### config.mk
export PLATFORM = sky130hd
export DESIGN_NAME = c2h_stream_sink_flat
export DESIGN_NICKNAME = d
export VERILOG_FILES = /design/src/rtl/c2h_pkg.sv /design/src/rtl/c2h_stream_sink_if.sv /design/src/rtl/c2h_credit_table.sv /design/src/rtl/c2h_stream_sink.sv /design/src/flat_wrapper.sv
export SDC_FILE = /design/constraint.sdc
export NUM_CORES = 2
export LEC_CHECK = 0
export CAP_MARGIN = 20
export CORE_ASPECT_RATIO = 2
export CORE_MARGIN = 4
export CORE_UTILIZATION = 40
export DETAILED_ROUTE_END_ITERATION = 16
export GPL_TIMING_DRIVEN = 1
export HOLD_SLACK_MARGIN = 0.03
export SKIP_CTS_REPAIR_TIMING = 1
export SLEW_MARGIN = 5
export SYNTH_ARGS = -nofsm -noshare
export SYNTH_HDL_FRONTEND = slang
export SYNTH_HIERARCHICAL = 1
export SYNTH_SLANG_ARGS = --single-unit
### constraint.sdc
create_clock -name axi_aclk -period 7.3 [get_ports axi_aclk]
set_clock_uncertainty 0.05 [all_clocks]
set_input_delay 1.46 -clock axi_aclk [delete_from_list [all_inputs] [get_ports axi_aclk]]
set_output_delay 1.46 -clock axi_aclk [all_outputs]
set_load 0.05 [all_outputs]
### src/rtl/c2h_pkg.sv
// C2H stream sink: shared FSM encoding, default widths and beat sizing.
// Imported by the interface, the credit table and the top level.
package c2h_pkg;

    typedef enum logic [1:0] {
        IDLE,
        INIT,
        SCAN,
        RET
    } c2h_state_e;

    localparam int C2H_DATA_W = 512;
    localparam int C2H_CRDT_W = 16;
    localparam int C2H_BPB    = C2H_DATA_W / 8;
    localparam int C2H_QID_W  = 11;

    // Beats needed to carry sz bytes; an empty transfer still takes one beat.
    function automatic logic [16:0] exp_beats(input logic [15:0] sz,
                                              input int bpb);
        logic [31:0] n;
        n = (32'(sz) + 32'(bpb) - 32'd1) / 32'(bpb);
        return (n == 32'd0) ? 17'd1 : n[16:0];
    endfunction

endpackage

### src/rtl/c2h_stream_sink_if.sv
// Stream-in and descriptor-credit-return handshake bundle.
// The sink uses the slave view; the traffic source uses the master view.
interface c2h_stream_sink_if #(
    parameter int DATA_W = c2h_pkg::C2H_DATA_W
);
    import c2h_pkg::*;

    logic                 s_valid;
    logic                 s_ready;
    logic [DATA_W-1:0]    s_data;
    logic                 s_last;
    logic [C2H_QID_W-1:0] s_qid;

    logic                 tm_dsc_sts_vld;
    logic                 tm_dsc_sts_rdy;
    logic [C2H_QID_W-1:0] tm_dsc_sts_qid;
    logic [15:0]          tm_dsc_sts_avl;

    modport master (
        output s_valid, s_data, s_last, s_qid, tm_dsc_sts_rdy,
        input  s_ready, tm_dsc_sts_vld, tm_dsc_sts_qid, tm_dsc_sts_avl
    );

    modport slave (
        input  s_valid, s_data, s_last, s_qid, tm_dsc_sts_rdy,
        output s_ready, tm_dsc_sts_vld, tm_dsc_sts_qid, tm_dsc_sts_avl
    );

endinterface

### src/rtl/c2h_credit_table.sv
// Per-queue outstanding/consumed credit counters, saturating.
// One consume port, one return port; both may hit the same entry in a cycle.
module c2h_credit_table
    import c2h_pkg::*;
#(
    parameter int NQ     = 16,
    parameter int CRDT_W = C2H_CRDT_W,
    parameter int IW     = 4
) (
    input  logic              clk,
    input  logic              rst_n,
    input  logic              clr_i,
    input  logic              cons_vld_i,
    input  logic [IW-1:0]     cons_idx_i,
    output logic              cons_zero_o,
    input  logic              ret_vld_i,
    input  logic [IW-1:0]     ret_idx_i,
    input  logic [CRDT_W-1:0] ret_avl_i,
    input  logic [IW-1:0]     rd_idx_i,
    output logic [CRDT_W-1:0] rd_cons_o
);

    localparam logic [CRDT_W-1:0] ONE = CRDT_W'(1);

    logic [CRDT_W-1:0] out_q  [NQ];
    logic [CRDT_W-1:0] out_d  [NQ];
    logic [CRDT_W-1:0] cons_q [NQ];
    logic [CRDT_W-1:0] cons_d [NQ];
    logic [CRDT_W-1:0] o, c;

    function automatic logic [CRDT_W-1:0] sat_add(input logic [CRDT_W-1:0] a,
                                                  input logic [CRDT_W-1:0] b);
        logic [CRDT_W:0] s;
        s = {1'b0, a} + {1'b0, b};
        return s[CRDT_W] ? '1 : s[CRDT_W-1:0];
    endfunction

    function automatic logic [CRDT_W-1:0] sat_sub(input logic [CRDT_W-1:0] a,
                                                  input logic [CRDT_W-1:0] b);
        return (a > b) ? a - b : '0;
    endfunction

    assign cons_zero_o = (out_q[cons_idx_i] == '0);
    assign rd_cons_o   = cons_q[rd_idx_i];

    // Return is applied before the consume so a same-entry collision nets both.
    always_comb begin
        o = '0;
        c = '0;
        for (int i = 0; i < NQ; i++) begin
            o = out_q[i];
            c = cons_q[i];
            if (ret_vld_i && ret_idx_i == IW'(i)) begin
                o = sat_add(o, ret_avl_i);
                c = sat_sub(c, ret_avl_i);
            end
            if (cons_vld_i && cons_idx_i == IW'(i)) begin
                o = sat_sub(o, ONE);
                c = sat_add(c, ONE);
            end
            out_d[i]  = o;
            cons_d[i] = c;
        end
    end

    always_ff @(posedge clk or negedge rst_n) begin
        if (!rst_n) begin
            for (int i = 0; i < NQ; i++) begin
                out_q[i]  <= '0;
                cons_q[i] <= '0;
            end
        end else begin
            for (int i = 0; i < NQ; i++) begin
                out_q[i]  <= clr_i ? '0 : out_d[i];
                cons_q[i] <= clr_i ? '0 : cons_d[i];
            end
        end
    end

endmodule

### src/rtl/c2h_stream_sink.sv
// C2H stream sink: accepts packets per queue, checks length/qid/credit,
// and hands consumed descriptors back as credit returns.
module c2h_stream_sink
    import c2h_pkg::*;
#(
    parameter int DATA_W  = C2H_DATA_W,
    parameter int NQ      = 16,
    parameter int CRDT_W  = C2H_CRDT_W,
    parameter int RET_THR = 32
) (
    input  logic                axi_aclk,
    input  logic                axi_aresetn,
    input  logic                enable,
    input  logic                pause,
    input  logic [15:0]         txr_size,
    input  logic [10:0]         num_queue,
    input  logic [CRDT_W-1:0]   init_credit,
    c2h_stream_sink_if.slave    bus,
    output logic [31:0]         pkt_count,
    output logic                err_len,
    output logic                err_qid,
    output logic                err_crdt
);

    localparam int IW  = (NQ > 1) ? $clog2(NQ) : 1;
    localparam int BPB = DATA_W / 8;
    localparam logic [CRDT_W-1:0] THR = CRDT_W'(RET_THR);

    c2h_state_e        state_q, state_d;
    logic [10:0]       q_q, q_d;
    logic [CRDT_W-1:0] avl_q, avl_d;
    logic              en_q, in_pkt_q;
    logic [16:0]       beat_q;
    logic [31:0]       pkt_q;
    logic              err_len_q, err_qid_q, err_crdt_q;

    logic              rise, start, fire, sop, qid_ok, cons_vld, cons_zero;
    logic              ret_fire, q_last;
    logic [10:0]       q_nxt;
    logic [16:0]       exp_n;
    logic [CRDT_W-1:0] ret_avl, rd_cons;

    assign rise     = enable && !en_q;
    assign start    = rise && (state_q == IDLE);
    assign fire     = bus.s_valid && bus.s_ready;
    assign sop      = fire && !in_pkt_q;
    assign qid_ok   = (bus.s_qid < num_queue) && (bus.s_qid < 11'(NQ));
    assign cons_vld = sop && qid_ok;
    assign exp_n    = exp_beats(txr_size, BPB);
    assign ret_fire = bus.tm_dsc_sts_vld && bus.tm_dsc_sts_rdy;
    assign ret_avl  = (state_q == INIT) ? init_credit : avl_q;
    assign q_last   = (q_q + 11'd1) >= num_queue;
    assign q_nxt    = q_last ? 11'd0 : q_q + 11'd1;

    assign bus.s_ready = enable && !pause &&
                         (state_q == SCAN || state_q == RET);
    assign bus.tm_dsc_sts_vld = (state_q == INIT) || (state_q == RET);
    assign bus.tm_dsc_sts_qid = q_q;
    assign bus.tm_dsc_sts_avl = 16'(ret_avl);

    assign pkt_count = pkt_q;
    assign err_len   = err_len_q;
    assign err_qid   = err_qid_q;
    assign err_crdt  = err_crdt_q;

    c2h_credit_table #(
        .NQ     (NQ),
        .CRDT_W (CRDT_W),
        .IW     (IW)
    ) u_tbl (
        .clk         (axi_aclk),
        .rst_n       (axi_aresetn),
        .clr_i       (start),
        .cons_vld_i  (cons_vld),
        .cons_idx_i  (bus.s_qid[IW-1:0]),
        .cons_zero_o (cons_zero),
        .ret_vld_i   (ret_fire),
        .ret_idx_i   (q_q[IW-1:0]),
        .ret_avl_i   (ret_avl),
        .rd_idx_i    (q_q[IW-1:0]),
        .rd_cons_o   (rd_cons)
    );

    always_comb begin
        state_d = state_q;
        q_d     = q_q;
        avl_d   = avl_q;
        unique case (state_q)
            IDLE: begin
                if (rise) begin
                    state_d = INIT;
                    q_d     = '0;
                end
            end
            INIT: begin
                if (ret_fire) begin
                    q_d = q_nxt;
                    if (!enable)     state_d = IDLE;
                    else if (q_last) state_d = SCAN;
                end
            end
            SCAN: begin
                if (!enable) begin
                    state_d = IDLE;
                end else if (rd_cons >= THR) begin
                    state_d = RET;
                    avl_d   = rd_cons;
                end else begin
                    q_d = q_nxt;
                end
            end
            RET: begin
                if (ret_fire) begin
                    q_d     = q_nxt;
                    state_d = enable ? SCAN : IDLE;
                end
            end
            default: state_d = IDLE;
        endcase
    end

    always_ff @(posedge axi_aclk or negedge axi_aresetn) begin
        if (!axi_aresetn) begin
            state_q    <= IDLE;
            q_q        <= '0;
            avl_q      <= '0;
            en_q       <= 1'b0;
            in_pkt_q   <= 1'b0;
            beat_q     <= '0;
            pkt_q      <= '0;
            err_len_q  <= 1'b0;
            err_qid_q  <= 1'b0;
            err_crdt_q <= 1'b0;
        end else begin
            state_q <= state_d;
            q_q     <= q_d;
            avl_q   <= avl_d;
            en_q    <= enable;
            if (start) begin
                in_pkt_q   <= 1'b0;
                beat_q     <= '0;
                pkt_q      <= '0;
                err_len_q  <= 1'b0;
                err_qid_q  <= 1'b0;
                err_crdt_q <= 1'b0;
            end else if (fire) begin
                if (sop && !qid_ok)        err_qid_q  <= 1'b1;
                if (cons_vld && cons_zero) err_crdt_q <= 1'b1;
                if (bus.s_last) begin
                    in_pkt_q <= 1'b0;
                    beat_q   <= '0;
                    pkt_q    <= pkt_q + 32'd1;
                    if (beat_q + 17'd1 != exp_n) err_len_q <= 1'b1;
                end else begin
                    in_pkt_q <= 1'b1;
                    beat_q   <= beat_q + 17'd1;
                end
            end
        end
    end

endmodule

### src/flat_wrapper.sv
// flat-port wrapper written by rule: the top's interface ports become plain ports
module c2h_stream_sink_flat import c2h_pkg::*;
#(
    parameter int DATA_W  = C2H_DATA_W,
    parameter int NQ      = 16,
    parameter int CRDT_W  = C2H_CRDT_W,
    parameter int RET_THR = 32
)
  (axi_aclk, axi_aresetn, enable, pause, txr_size, num_queue, init_credit, pkt_count, err_len, err_qid, err_crdt, bus_s_valid, bus_s_data, bus_s_last, bus_s_qid, bus_tm_dsc_sts_rdy, bus_s_ready, bus_tm_dsc_sts_vld, bus_tm_dsc_sts_qid, bus_tm_dsc_sts_avl);
  c2h_stream_sink_if #(.DATA_W(DATA_W)) bus_i ();
  input  logic axi_aclk;
  input  logic axi_aresetn;
  input  logic enable;
  input  logic pause;
  input  logic [15:0] txr_size;
  input  logic [10:0] num_queue;
  input  logic [CRDT_W-1:0] init_credit;
  output logic [31:0] pkt_count;
  output logic err_len;
  output logic err_qid;
  output logic err_crdt;
  input wire logic [$bits(bus_i.s_valid)-1:0] bus_s_valid;
  input wire logic [$bits(bus_i.s_data)-1:0] bus_s_data;
  input wire logic [$bits(bus_i.s_last)-1:0] bus_s_last;
  input wire logic [$bits(bus_i.s_qid)-1:0] bus_s_qid;
  input wire logic [$bits(bus_i.tm_dsc_sts_rdy)-1:0] bus_tm_dsc_sts_rdy;
  output wire logic [$bits(bus_i.s_ready)-1:0] bus_s_ready;
  output wire logic [$bits(bus_i.tm_dsc_sts_vld)-1:0] bus_tm_dsc_sts_vld;
  output wire logic [$bits(bus_i.tm_dsc_sts_qid)-1:0] bus_tm_dsc_sts_qid;
  output wire logic [$bits(bus_i.tm_dsc_sts_avl)-1:0] bus_tm_dsc_sts_avl;
  assign bus_i.s_valid = bus_s_valid;
  assign bus_i.s_data = bus_s_data;
  assign bus_i.s_last = bus_s_last;
  assign bus_i.s_qid = bus_s_qid;
  assign bus_i.tm_dsc_sts_rdy = bus_tm_dsc_sts_rdy;
  assign bus_s_ready = bus_i.s_ready;
  assign bus_tm_dsc_sts_vld = bus_i.tm_dsc_sts_vld;
  assign bus_tm_dsc_sts_qid = bus_i.tm_dsc_sts_qid;
  assign bus_tm_dsc_sts_avl = bus_i.tm_dsc_sts_avl;
  c2h_stream_sink #(.DATA_W(DATA_W), .NQ(NQ), .CRDT_W(CRDT_W), .RET_THR(RET_THR)) u_core (.axi_aclk(axi_aclk), .axi_aresetn(axi_aresetn), .enable(enable), .pause(pause), .txr_size(txr_size), .num_queue(num_queue), .init_credit(init_credit), .bus(bus_i), .pkt_count(pkt_count), .err_len(err_len), .err_qid(err_qid), .err_crdt(err_crdt));
endmodule
==> metrics.cfg <==
[outcome]
status = completed

[global_routing]
grt_pass1_wl_mm = 414.3
grt_antenna_before_repair = 11
first_global_vias = 70102
grt_start_max_net_pins = 138
groute.usage.overall = 0.3033
overflow = 0

[yosys]
yosysWarnings = 6
synth_area_mm2 = 0.06759
syn_inst = 8388
seq_area_frac_synth = 0.2203
synth_edf_count = 0
ys.flop_type = dfrtp_1
synth_seq_cells = 595
async_flop_share = 1.000
ys_types = 127
syn_area_per_cell_um2 = 8.057
syn_nets = 9577

[cells_and_area]
final_nets = 9670
finalInstanceArea_mm2 = 0.07434
drive_gt1_frac = 0.06881
area_growth_pct = 9.989

[setup_path]
critPathTopFamily = compound AO/OA/AOI/OAI gates
startpoint_type = input port
crit_fanout = 21
critPathArrivalTime_ns = 6.74
r2r_cells = 17
worstPathRequired_ns = 7.82
cp.depth = 16
cp_slowest_cell = o21ai_2
crit_path_end_kind = register
path_class = input port to register
path_cells = clkdlybuf4s50_1 > mux2_4 > buf_4 > ha_1 > fa_1 > a211oi_1 > o211ai_1 > nand3_1 > nand2_1 > o22ai_1 > ha_1 > nor2_1 > nor3b_1 > nand4_1 > o21ai_2 > nor2_1
slowest_delay_ns = 0.66
crit_buf_inv = 2

[sta]
slew_headroom = 0.2202
setup_tns_ns = 0
fmax_mhz = 160.6
maxSlewViolCount = 0
finalWorstSetupSlack_ns = 1.073
hold_viol_final = 0
finalCritPeriodShare = 0.8530
whs_ns = 0.4228
rsz0062_at_grt = no
worst_slew_pin_slew_ns = 1.165
period_needed_ns = 6.227
setup_viol = 0

[die]
die_w_um = 298.7
io_pins = 637
start_util = 0.4019
dieArea_mm2 = 0.1760
die_h_um = 589.3
core-area_mm2 = 0.1682
rows = 213

[power_and_ir_drop]
total_power_mw = 19.18
p_leak_nw = 31.91
peakVddDrop_mv = 0.2305
p_per_area_mw_per_mm2 = 258.0

[placed_design]
port_buffers = 124
dpl_cell_area_mm2 = 0.07217
hpwlAfterDp_mm = 214.9
gp_congestion = 0.9732
post-place-ws_ns = 0.3920

[detailed_routing]
routed_wl_mm = 278.0
viasPerCell = 6.473
wl_per_cell_um = 25.75
remaining_drc_errors = 0
first_pass_iters = 6
drt_iter0_drc = 5312
vias = 69868
postRouteAntennaNets = 0

[clock_network]
cts_root_buffer = clkbuf_16
cts_tree = yes
cts_buffers = 61
htree_levels = 2
clock-sinks = 595
worstSkewPairLatency_ns = 0.73
path_clk_slew_ns = 0.06
clockBufferDepth = 3

[flow_run]
cap_violations = 0

[hold_path]
hold_path_depth = 2
worstHoldPathType = register to register

[flip-flops by register name, indices dropped and copies added (netlist names)]
signal,flops
u_core/err_crdt,1
u_core/err_qid,1
u_core/beat_q,17
u_core/u_tbl/cons_q,256
u_core/avl_q,16
u_core/err_len,1
u_core/en_q,1
u_core/in_pkt_q,1
u_core/bus.tm_dsc_sts_qid,11
u_core/u_tbl/out_q,256
u_core/state_q,2
u_core/pkt_count,32
[worst min-delay path: cells and delay by family, from the launching register on]
family / cells / cell delay, ns
flip-flops: 1 / 0.34
AND/OR/NAND/NOR: 2 / 0.10
[cell families (layout without fill, tap and decap cells)]
family | Yosys count | in the layout | synth area share
mux | 145 | 145 | 0.03715
simple gates | 3073 | 3073 | 0.2269
flops | 595 | 595 | 0.2203
fa+ha+maj | 616 | 616 | 0.1176
buf+inv | 480 | 623 | 0.02819
xor+xnor | 713 | 713 | 0.09240
other cells | 0 | 6 | 0
compound gates | 2766 | 2766 | 0.2774
[final timing paths]
kind	start	end	slack, ns
setup / recovery	init_credit[0]	u_core/u_tbl/out_q[204]	1.07
hold / removal	u_core/avl_q[7]	u_core/avl_q[7]	0.42
setup reg to reg	u_core/state_q[1]	u_core/u_tbl/out_q[204]	1.23
hold reg to reg	u_core/avl_q[7]	u_core/avl_q[7]	0.42
max in group asynchronous	axi_aresetn	u_core/u_tbl/out_q[91]	5.13
min in group asynchronous	axi_aresetn	u_core/u_tbl/cons_q[33]	0.67
[where the power goes]
| group | internal, mW | switching [mW] |
|---|---|---|
| sequential | 3.84 | 0.820 |
| clock | 1.96 | 1.60 |
| combinational | 4.25 | 6.71 |
[layout make-up]
class                      count  area [um2]
multi-input combinational   7313       50850
tap                         2257        2824
sequential                   595       14900
antenna                        6       15.01
timing repair buffer         315        2860
inverter                     195       745.7
fill                       16785       93830
clock buffer                  85        1789
clock inverter                28       360.3
[cells in the mapped netlist, types with 27 or more instances]
library cell  count  share of area
and4_1           38         0.0049
o31ai_1          74         0.0082
o21ai_1          50         0.0037
mux4_2           81          0.027
xor2_1          300          0.039
nor3_1          240          0.018
nand2_1         690          0.038
nand3b_1         32         0.0036
buf_2            52         0.0039
dfrtp_1         595           0.22
nor2_1          867          0.048
a22oi_1          61         0.0068
nor3b_1          45         0.0050
o22a_1           31         0.0040
o21a_1          118          0.013
a21oi_1         611          0.045
or2_2            29         0.0027
a31oi_1          96         0.0089
a211o_1          32         0.0041
o21ai_0         526          0.039
a22o_1           51         0.0066
a211oi_1        147          0.016
nand2b_1        116          0.011
nor2b_1          86         0.0080
and3_1          106         0.0098
and2_1           87         0.0081
a221oi_1         33         0.0043
fa_1             32         0.0095
inv_1           193          0.011
o2111ai_1        28         0.0036
ha_1            584           0.11
o211ai_1         79         0.0088
nand4_1         157          0.015
o21bai_1         54         0.0060
or4_1            28         0.0031
xnor2_1         413          0.054
o211a_1          30         0.0044
a21o_1          215          0.024
nand3_1         247          0.018
nor4_1          101         0.0093
o22ai_1         127          0.012
clkbuf_1        201          0.011
mux2i_1          27         0.0040
or3_1            87         0.0081
mux2_2           36         0.0060
[cells in the final DEF (no fill, tap or decap), types with 215 or more instances in the layout]
cell       n
ha_1     584
nor3_1   234
nand3_1  247
o21ai_0  526
nand2_1  690
a21o_1   215
xor2_1   300
dfrtp_1  592
a21oi_1  611
nor2_1   862
xnor2_1  413
[per-layer routing]
metal / routed length [um] / up-vias / track usage
met1: 90630 / 33643 / 0.2847
met4: 35590 / 2 / 0.3155
li1: - / 32069 / -
met2: 136800 / 2867 / 0.5460
met5: 9 / - / 0
met3: 14910 / 1287 / 0.04223
[metrics by stage]
step,util,instances
4_1_cts,0.4419,10787
3_3_place_gp,0.4291,10673
5_1_grt,0.4420,10790
3_5_place_dp,0.4291,10674
6_report,0.4421,10794
2_1_floorplan,-,8388
(Power assumes the default switching activity.)
